<file path="config.mk">
export PLATFORM = sky130hd
export DESIGN_NAME = int_divide_scheduler
export DESIGN_NICKNAME = d
export VERILOG_FILES = /design/src/rtl/int_divide_scheduler_pkg.sv /design/src/rtl/int_divide_scheduler_rr_arbiter.sv /design/src/rtl/int_divide_scheduler.sv
export SDC_FILE = /design/constraint.sdc
export NUM_CORES = 1
export LEC_CHECK = 0
export CAP_MARGIN = 20
export CORE_ASPECT_RATIO = 0.9
export CORE_MARGIN = 2
export CORE_UTILIZATION = 25
export CTS_CLUSTER_SIZE = 14
export DETAILED_ROUTE_END_ITERATION = 16
export GPL_ROUTABILITY_DRIVEN = 0
export HOLD_SLACK_MARGIN = 0.1
export SYNTH_ARGS = -nofsm -noshare
export SYNTH_HDL_FRONTEND = slang
export SYNTH_HIERARCHICAL = 1
export SYNTH_SLANG_ARGS = --single-unit
</file>
<file path="constraint.sdc">
create_clock -name clk -period 5.6 [get_ports clk]
set_input_delay 0.56 -clock clk [delete_from_list [all_inputs] [get_ports clk]]
set_output_delay 0.56 -clock clk [all_outputs]
set_load 0.02 [all_outputs]
</file>
<file path="src/rtl/int_divide_scheduler_pkg.sv">
// ---------------------------------------------------------------------------
// int_divide_scheduler_pkg
// Shared types and constants for the per-core iterative integer divider and
// its request scheduler.
//   scalar_t            : 32-bit integer operand / result
//   local_thread_idx_t  : thread index within one core
//   div_state_t         : divider sequencing states
//   div_request_t       : latched operands and operation flags
// ---------------------------------------------------------------------------
package int_divide_scheduler_pkg;

    localparam int THREADS_PER_CORE = 4;
    localparam int DIV_ITERATIONS   = 32;

    typedef logic [31:0] scalar_t;
    typedef logic [$clog2(THREADS_PER_CORE)-1:0] local_thread_idx_t;

    typedef enum logic [1:0] {
        DIV_IDLE    = 2'd0,
        DIV_SETUP   = 2'd1,
        DIV_ITERATE = 2'd2,
        DIV_FINISH  = 2'd3
    } div_state_t;

    typedef struct packed {
        scalar_t dividend;
        scalar_t divisor;
        logic    is_signed;
        logic    is_remainder;
    } div_request_t;

endpackage

</file>
<file path="src/rtl/int_divide_scheduler_rr_arbiter.sv">
// ---------------------------------------------------------------------------
// rr_arbiter
// Rotating-priority arbiter. The search starts at the priority pointer; when
// update_en is set and something wins, the pointer moves to winner+1 so the
// winner becomes lowest priority next time.
//   clk, reset  : clock, synchronous active-low reset (pointer -> 0)
//   request     : request vector
//   update_en   : advance the pointer past this cycle's winner
//   grant       : one-hot grant (combinational)
// ---------------------------------------------------------------------------
module rr_arbiter #(
    parameter int NUM_REQ = 4
) (
    input  logic               clk,
    input  logic               reset,
    input  logic [NUM_REQ-1:0] request,
    input  logic               update_en,
    output logic [NUM_REQ-1:0] grant
);

    localparam int IDX_W = (NUM_REQ > 1) ? $clog2(NUM_REQ) : 1;

    logic [IDX_W-1:0] ptr;
    logic [IDX_W-1:0] winner;
    logic [IDX_W-1:0] idx;
    logic             found;

    always_comb begin
        grant  = '0;
        winner = '0;
        idx    = '0;
        found  = 1'b0;
        for (int i = 0; i < NUM_REQ; i++) begin
            idx = IDX_W'((int'(ptr) + i) % NUM_REQ);
            if (!found && request[idx]) begin
                found      = 1'b1;
                grant[idx] = 1'b1;
                winner     = idx;
            end
        end
    end

    always_ff @(posedge clk) begin
        if (!reset) begin
            ptr <= '0;
        end else if (update_en && found) begin
            ptr <= (winner == IDX_W'(NUM_REQ - 1)) ? '0 : winner + 1'b1;
        end
    end

endmodule

</file>
<file path="src/rtl/int_divide_scheduler.sv">
// ---------------------------------------------------------------------------
// int_divide_scheduler
// Shared radix-2 restoring 32-bit divider with a round-robin request
// scheduler. One operation in flight; the result comes back as a one-cycle
// pulse tagged with the owning thread. A writeback rollback of the owner
// aborts the operation silently.
//   clk, reset              : clock, synchronous active-low reset
//   req_valid/dividend/
//   divisor/signed/remainder: per-thread request, held until granted
//   req_grant               : one-hot accept pulse (combinational, IDLE only)
//   wb_rollback_en/
//   wb_rollback_thread_idx  : rollback from writeback
//   div_result_valid        : one-cycle result pulse
//   div_result              : quotient or remainder, holds between pulses
//   div_result_thread_idx   : owner of the result
//   div_busy                : an operation is in progress
// ---------------------------------------------------------------------------
module int_divide_scheduler
    import int_divide_scheduler_pkg::*;
#(
    parameter int NUM_REQ    = THREADS_PER_CORE,
    parameter int ITERATIONS = DIV_ITERATIONS
) (
    input  logic                          clk,
    input  logic                          reset,
    input  logic [NUM_REQ-1:0]            req_valid,
    input  logic [NUM_REQ-1:0][31:0]      req_dividend,
    input  logic [NUM_REQ-1:0][31:0]      req_divisor,
    input  logic [NUM_REQ-1:0]            req_signed,
    input  logic [NUM_REQ-1:0]            req_remainder,
    output logic [NUM_REQ-1:0]            req_grant,
    input  logic                          wb_rollback_en,
    input  local_thread_idx_t             wb_rollback_thread_idx,
    output logic                          div_result_valid,
    output scalar_t                       div_result,
    output local_thread_idx_t             div_result_thread_idx,
    output logic                          div_busy
);

    localparam int CNT_W = $clog2(ITERATIONS);

    // |x| for signed ops; two's complement wraps so |INT_MIN| = 0x80000000.
    function automatic scalar_t magnitude(input scalar_t x, input logic is_signed);
        logic signed [31:0] sx;
        sx = x;
        return (is_signed && (sx < 0)) ? scalar_t'(-sx) : x;
    endfunction

    function automatic scalar_t apply_sign(input scalar_t x, input logic neg);
        return neg ? (~x + 32'd1) : x;
    endfunction

    div_state_t         state;
    div_request_t       req_q;
    local_thread_idx_t  owner;
    local_thread_idx_t  winner_idx;
    logic [NUM_REQ-1:0] eligible;
    logic [NUM_REQ-1:0] arb_grant;
    logic               arb_en;
    logic               pick;
    logic               rollback_hit;

    scalar_t            rem;
    scalar_t            quot;
    scalar_t            b_mag;
    logic [CNT_W-1:0]   cnt;
    logic               q_neg;
    logic               r_neg;
    logic               div_zero;

    logic [32:0]        rem_shift;
    logic [32:0]        trial;
    scalar_t            q_final;
    scalar_t            r_final;

    // A thread being rolled back this cycle may not start a new divide.
    always_comb begin
        eligible = '0;
        for (int i = 0; i < NUM_REQ; i++) begin
            eligible[i] = req_valid[i] &&
                          !(wb_rollback_en && (wb_rollback_thread_idx == local_thread_idx_t'(i)));
        end
    end

    assign arb_en = reset && (state == DIV_IDLE);

    rr_arbiter #(.NUM_REQ(NUM_REQ)) u_rr_arbiter (
        .clk       (clk),
        .reset     (reset),
        .request   (eligible & {NUM_REQ{arb_en}}),
        .update_en (arb_en),
        .grant     (arb_grant)
    );

    always_comb begin
        winner_idx = '0;
        for (int i = 0; i < NUM_REQ; i++) begin
            if (arb_grant[i]) winner_idx = local_thread_idx_t'(i);
        end
    end

    assign pick         = |arb_grant;
    assign req_grant    = arb_grant;
    assign div_busy     = (state != DIV_IDLE);
    assign rollback_hit = wb_rollback_en && (wb_rollback_thread_idx == owner);

    // One restoring step: shift {rem, quot} left, subtract |b| if it fits.
    // The partial remainder is always < |b| so a 33-bit trial suffices and
    // trial[32] is the borrow.
    assign rem_shift = {rem, quot[31]};
    assign trial     = rem_shift - {1'b0, b_mag};

    // Divide-by-zero results are returned raw, without sign fix-up.
    assign q_final = apply_sign(quot, q_neg && !div_zero);
    assign r_final = apply_sign(rem,  r_neg && !div_zero);

    // Control: state sequencing and registered outputs
    always_ff @(posedge clk) begin
        if (!reset) begin
            state                 <= DIV_IDLE;
            div_result_valid      <= 1'b0;
            div_result            <= '0;
            div_result_thread_idx <= '0;
        end else begin
            div_result_valid <= 1'b0;
            case (state)
                DIV_IDLE: begin
                    if (pick) state <= DIV_SETUP;
                end
                DIV_SETUP: begin
                    if (rollback_hit)             state <= DIV_IDLE;
                    else if (req_q.divisor == '0) state <= DIV_FINISH;
                    else                          state <= DIV_ITERATE;
                end
                DIV_ITERATE: begin
                    if (rollback_hit)                           state <= DIV_IDLE;
                    else if (cnt == CNT_W'(ITERATIONS - 1))     state <= DIV_FINISH;
                end
                DIV_FINISH: begin
                    state <= DIV_IDLE;
                    if (!rollback_hit) begin
                        div_result            <= req_q.is_remainder ? r_final : q_final;
                        div_result_valid      <= 1'b1;
                        div_result_thread_idx <= owner;
                    end
                end
                default: state <= DIV_IDLE;
            endcase
        end
    end

    // Datapath: operand capture, setup and iteration (no reset needed)
    always_ff @(posedge clk) begin
        case (state)
            DIV_IDLE: begin
                if (pick) begin
                    req_q.dividend     <= req_dividend[winner_idx];
                    req_q.divisor      <= req_divisor[winner_idx];
                    req_q.is_signed    <= req_signed[winner_idx];
                    req_q.is_remainder <= req_remainder[winner_idx];
                    owner              <= winner_idx;
                end
            end
            DIV_SETUP: begin
                q_neg    <= req_q.is_signed && (req_q.dividend[31] ^ req_q.divisor[31]);
                r_neg    <= req_q.is_signed && req_q.dividend[31];
                b_mag    <= magnitude(req_q.divisor, req_q.is_signed);
                div_zero <= (req_q.divisor == '0);
                cnt      <= '0;
                if (req_q.divisor == '0) begin
                    quot <= '1;
                    rem  <= req_q.dividend;
                end else begin
                    quot <= magnitude(req_q.dividend, req_q.is_signed);
                    rem  <= '0;
                end
            end
            DIV_ITERATE: begin
                rem  <= trial[32] ? rem_shift[31:0] : trial[31:0];
                quot <= {quot[30:0], ~trial[32]};
                cnt  <= cnt + 1'b1;
            end
            default: ;
        endcase
    end

endmodule

</file>
==> results.ini <==
[run_status]
status=finished clean

[detailed_routing]
num_vias=13872
avgRoutedWirePerCell_um=18.1
drt_iter0_markers=1278
drc=0
routed_via_density=5.02
firstDrtPassIters=5
finalWirelength_mm=50.0
ant_nets=0

[final_layout]
n_antenna_cell=0
multi_input_area_um2=8190
fillers=5955
nets=2293
register_area_um2=5950
syn_to_final_growth_pct=32.4
fin_cells=2766
drive_gt1_share_pct=5.22

[clock_tree]
cts_tree=yes
cts_buffers=26
post_cts_resized=0
cts.sinks=211
htree_levels=1
hold_buffers=0
post-cts-setup-buffers=0
clk_latency_ns=0.56
clk_pin_slew_worst_paths_ns=0.06
cts-root-buf=clkbuf_16
cts.path.max_buffers=3

[power]
p_switching_mw=5.31
p_int_mw=6.30
clockPowerShare_pct=15.1
power.density_nw_per_um2=592
seqPwrFrac_pct=32.3
p_leak_nw=7.09
vdd_ir_drop_max_v=0.000251
combinationalPowerShare_pct=52.6
switching_share_pct=45.8

[placed_design]
hpwl_mm=39.5
dp_cells=2716
port_buffers=312

[yosys]
syn_nets=2029
netlist_top_cells_area=edfxtp_1 35%, nor2_1 6.8%, a21oi_1 5.9%, dfxtp_1 5.3%, xor2_1 4.4%
synth.largest_area_cell=edfxtp_1
syn-cell-area_um2=14800
netlist_instances=1708
synth_flop_cell=edfxtp_1
yosysWarnings=6
ys_async_sr_fraction_pct=0
synthDistinctLibCells=83
synth_edf_count=172
seq_area_frac_synth_pct=40.2
yosysTopAreaCellShare_pct=34.9
ys_ff_latch=211
synth.avg_cell_area_um2=8.67

[die]
die_area_um2=61200
die_y_um=235
row_count=84
die_x_um=261
initial_core_util_pct=25.3
io_pins=313
coreArea_um2=58500

[timing]
relSlewSlack_pct=31.6
fin_tns_setup_ns=0
skew_ns=0.0180
worstMarginPinSlew_ns=1.02
rsz0062_at_grt=false
hold_viol_final=0
final.period_utilization_pct=88.7
slew_viol_final=0
max_freq_mhz=201
fin_crit_ns=4.97
setup_viol=0

[global_routing]
grt_max_degree=134
grt_usage_pct=15.7
grt_pass1_vias=13188
grt-ovfl-total=0
grt_antenna_before_repair=0
grt_pass1_wl_mm=75.8

[critical_path]
critPathRequiredTime_ns=5.04
arrival_ns=4.41
cp-end-kind=output pin
rr_worst_depth=13
start_kind=flip-flop
crit_fanout=133
path_class=reg -> out

[worst_hold_path]
min_path_type=reg -> reg
hold_depth=2

[job]
cap_violations=0

==> routing by layer <==
| layer | GRT usage (%) | vias up | part of all wire [%] |
|---|---|---|---|
| met4 | 3.76 | 0 | 2.2 |
| met5 | 0 | - | 0 |
| li1 | - | 6714 | - |
| met3 | 2.66 | 70 | 7.4 |
| met2 | 25.0 | 566 | 46 |
| met1 | 21.9 | 6522 | 45 |
==> placed cells by master (no fill, tap or decap), types with 9 or more instances in the layout <==
master           instances
clkdlybuf4s50_1        312
nor2_1                 268
a21oi_1                175
edfxtp_1               172
nand2_1                136
xor2_1                  74
inv_1                   70
xnor2_1                 69
o22ai_1                 68
o21ai_0                 66
ha_1                    45
dfxtp_1                 39
o211ai_1                32
a21boi_0                31
nor2b_1                 28
clkbuf_16               26
nor3_1                  25
nand3_1                 21
buf_4                   21
a31oi_1                 20
o31ai_1                 18
a22o_1                  18
or3_1                   14
and2_1                  14
a21o_1                  13
nor4_1                  12
o21ai_1                 12
a22oi_1                 12
mux2i_1                 11
nand4_1                 10
and3_1                   9
==> synthesized netlist by cell type, types with 9 or more instances <==
cell type / n
inv_1: 71
mux2i_1: 11
buf_1: 16
and2_1: 14
nor4_1: 12
a22o_1: 18
a31oi_1: 20
nand3_1: 21
xnor2_1: 69
nor3_1: 25
a21boi_0: 31
edfxtp_1: 172
xor2_1: 74
nand2_1: 136
o21ai_0: 67
ha_1: 47
a21o_1: 13
clkbuf_1: 66
nand4_1: 10
or3_1: 14
o21ai_1: 12
o211ai_1: 32
dfxtp_1: 39
a22oi_1: 12
o22ai_1: 68
o31ai_1: 18
buf_2: 11
nor2_1: 270
nor2b_1: 28
a21oi_1: 175
and3_1: 9
==> kinds of logic (layout without fill, tap and decap cells) <==
group / Yosys count / count (layout) / synth area share, %
AO/OA/AOI/OAI: 522 / 522 / 22.3
XOR/XNOR: 143 / 143 / 8.46
adder cells (fa/ha/maj): 48 / 48 / 4.11
buffers and inverters: 172 / 456 / 4.73
flip-flops: 211 / 211 / 40.2
multiplexers: 25 / 25 / 1.99
AND/OR/NAND/NOR: 587 / 587 / 18.3
==> power groups by stage <==
stage	Combinational [mW]	Clock, mW	Sequential, mW
5_1_grt	6.80	1.84	3.81
3_5_place_dp	6.05	0	3.76
4_1_cts	6.08	1.79	3.73
3_3_place_gp	5.95	0	3.74
6_report	6.11	1.75	3.75
2_1_floorplan	4.45	0	3.36
==> per-stage QoR <==
stage / hold WS [ns] / util [%] / setup slack [ns] / power [mW] / instance area, µm²
2_1_floorplan: 0.477 / - / 0.361 / 7.81 / 14800
3_3_place_gp: 0.450 / 31.9 / 1.02 / 9.69 / 18700
3_5_place_dp: 0.461 / 31.9 / 0.817 / 9.81 / 18700
4_1_cts: 0.467 / 33.5 / 0.660 / 11.6 / 19600
5_1_grt: 0.485 / 33.5 / 0.279 / 12.4 / 19600
6_report: 0.459 / 33.5 / 0.633 / 11.6 / 19600
==> final timing paths <==
check	from	endpoint	slack, ns
setup reg to reg	state[0]	req_q[20]	1.15
hold / removal	div_result[27]	div_result[27]	0.46
setup / recovery	state[0]	req_grant[3]	0.63
hold reg to reg	div_result[27]	div_result[27]	0.46
==> registers in the layout (all words and copies together), names as in the netlist <==
register               flops
rem                       32
owner                      2
state                      2
u_rr_arbiter/ptr           2
div_result_valid           1
div_result_thread_idx      2
q_neg                      1
quot                      32
r_neg                      1
b_mag                     32
div_result                32
req_q                     66
div_zero                   1
cnt                        5
==> worst max-delay path, cell delays in order (launching register included) <==
cell and delay (ns):
dfxtp_1 0.34, inv_1 0.10, ha_2 0.22, and2_1 0.23
nand2_1 0.08, a31oi_1 0.49, mux2i_1 0.22, mux2i_1 0.68
a22oi_1 0.25, o21ai_4 0.16, buf_12 0.35, clkdlybuf4s50_1 0.70
==> cell type report <==
class	count	share of cell area, %
clock buffers	34	3.52
well taps	774	4.94
multi-input cells	1325	41.8
clock inverters	14	1.00
flip-flops and latches	211	30.3
inverters	72	1.38
repair buffers	336	17.0
(Power assumes the default switching activity.)
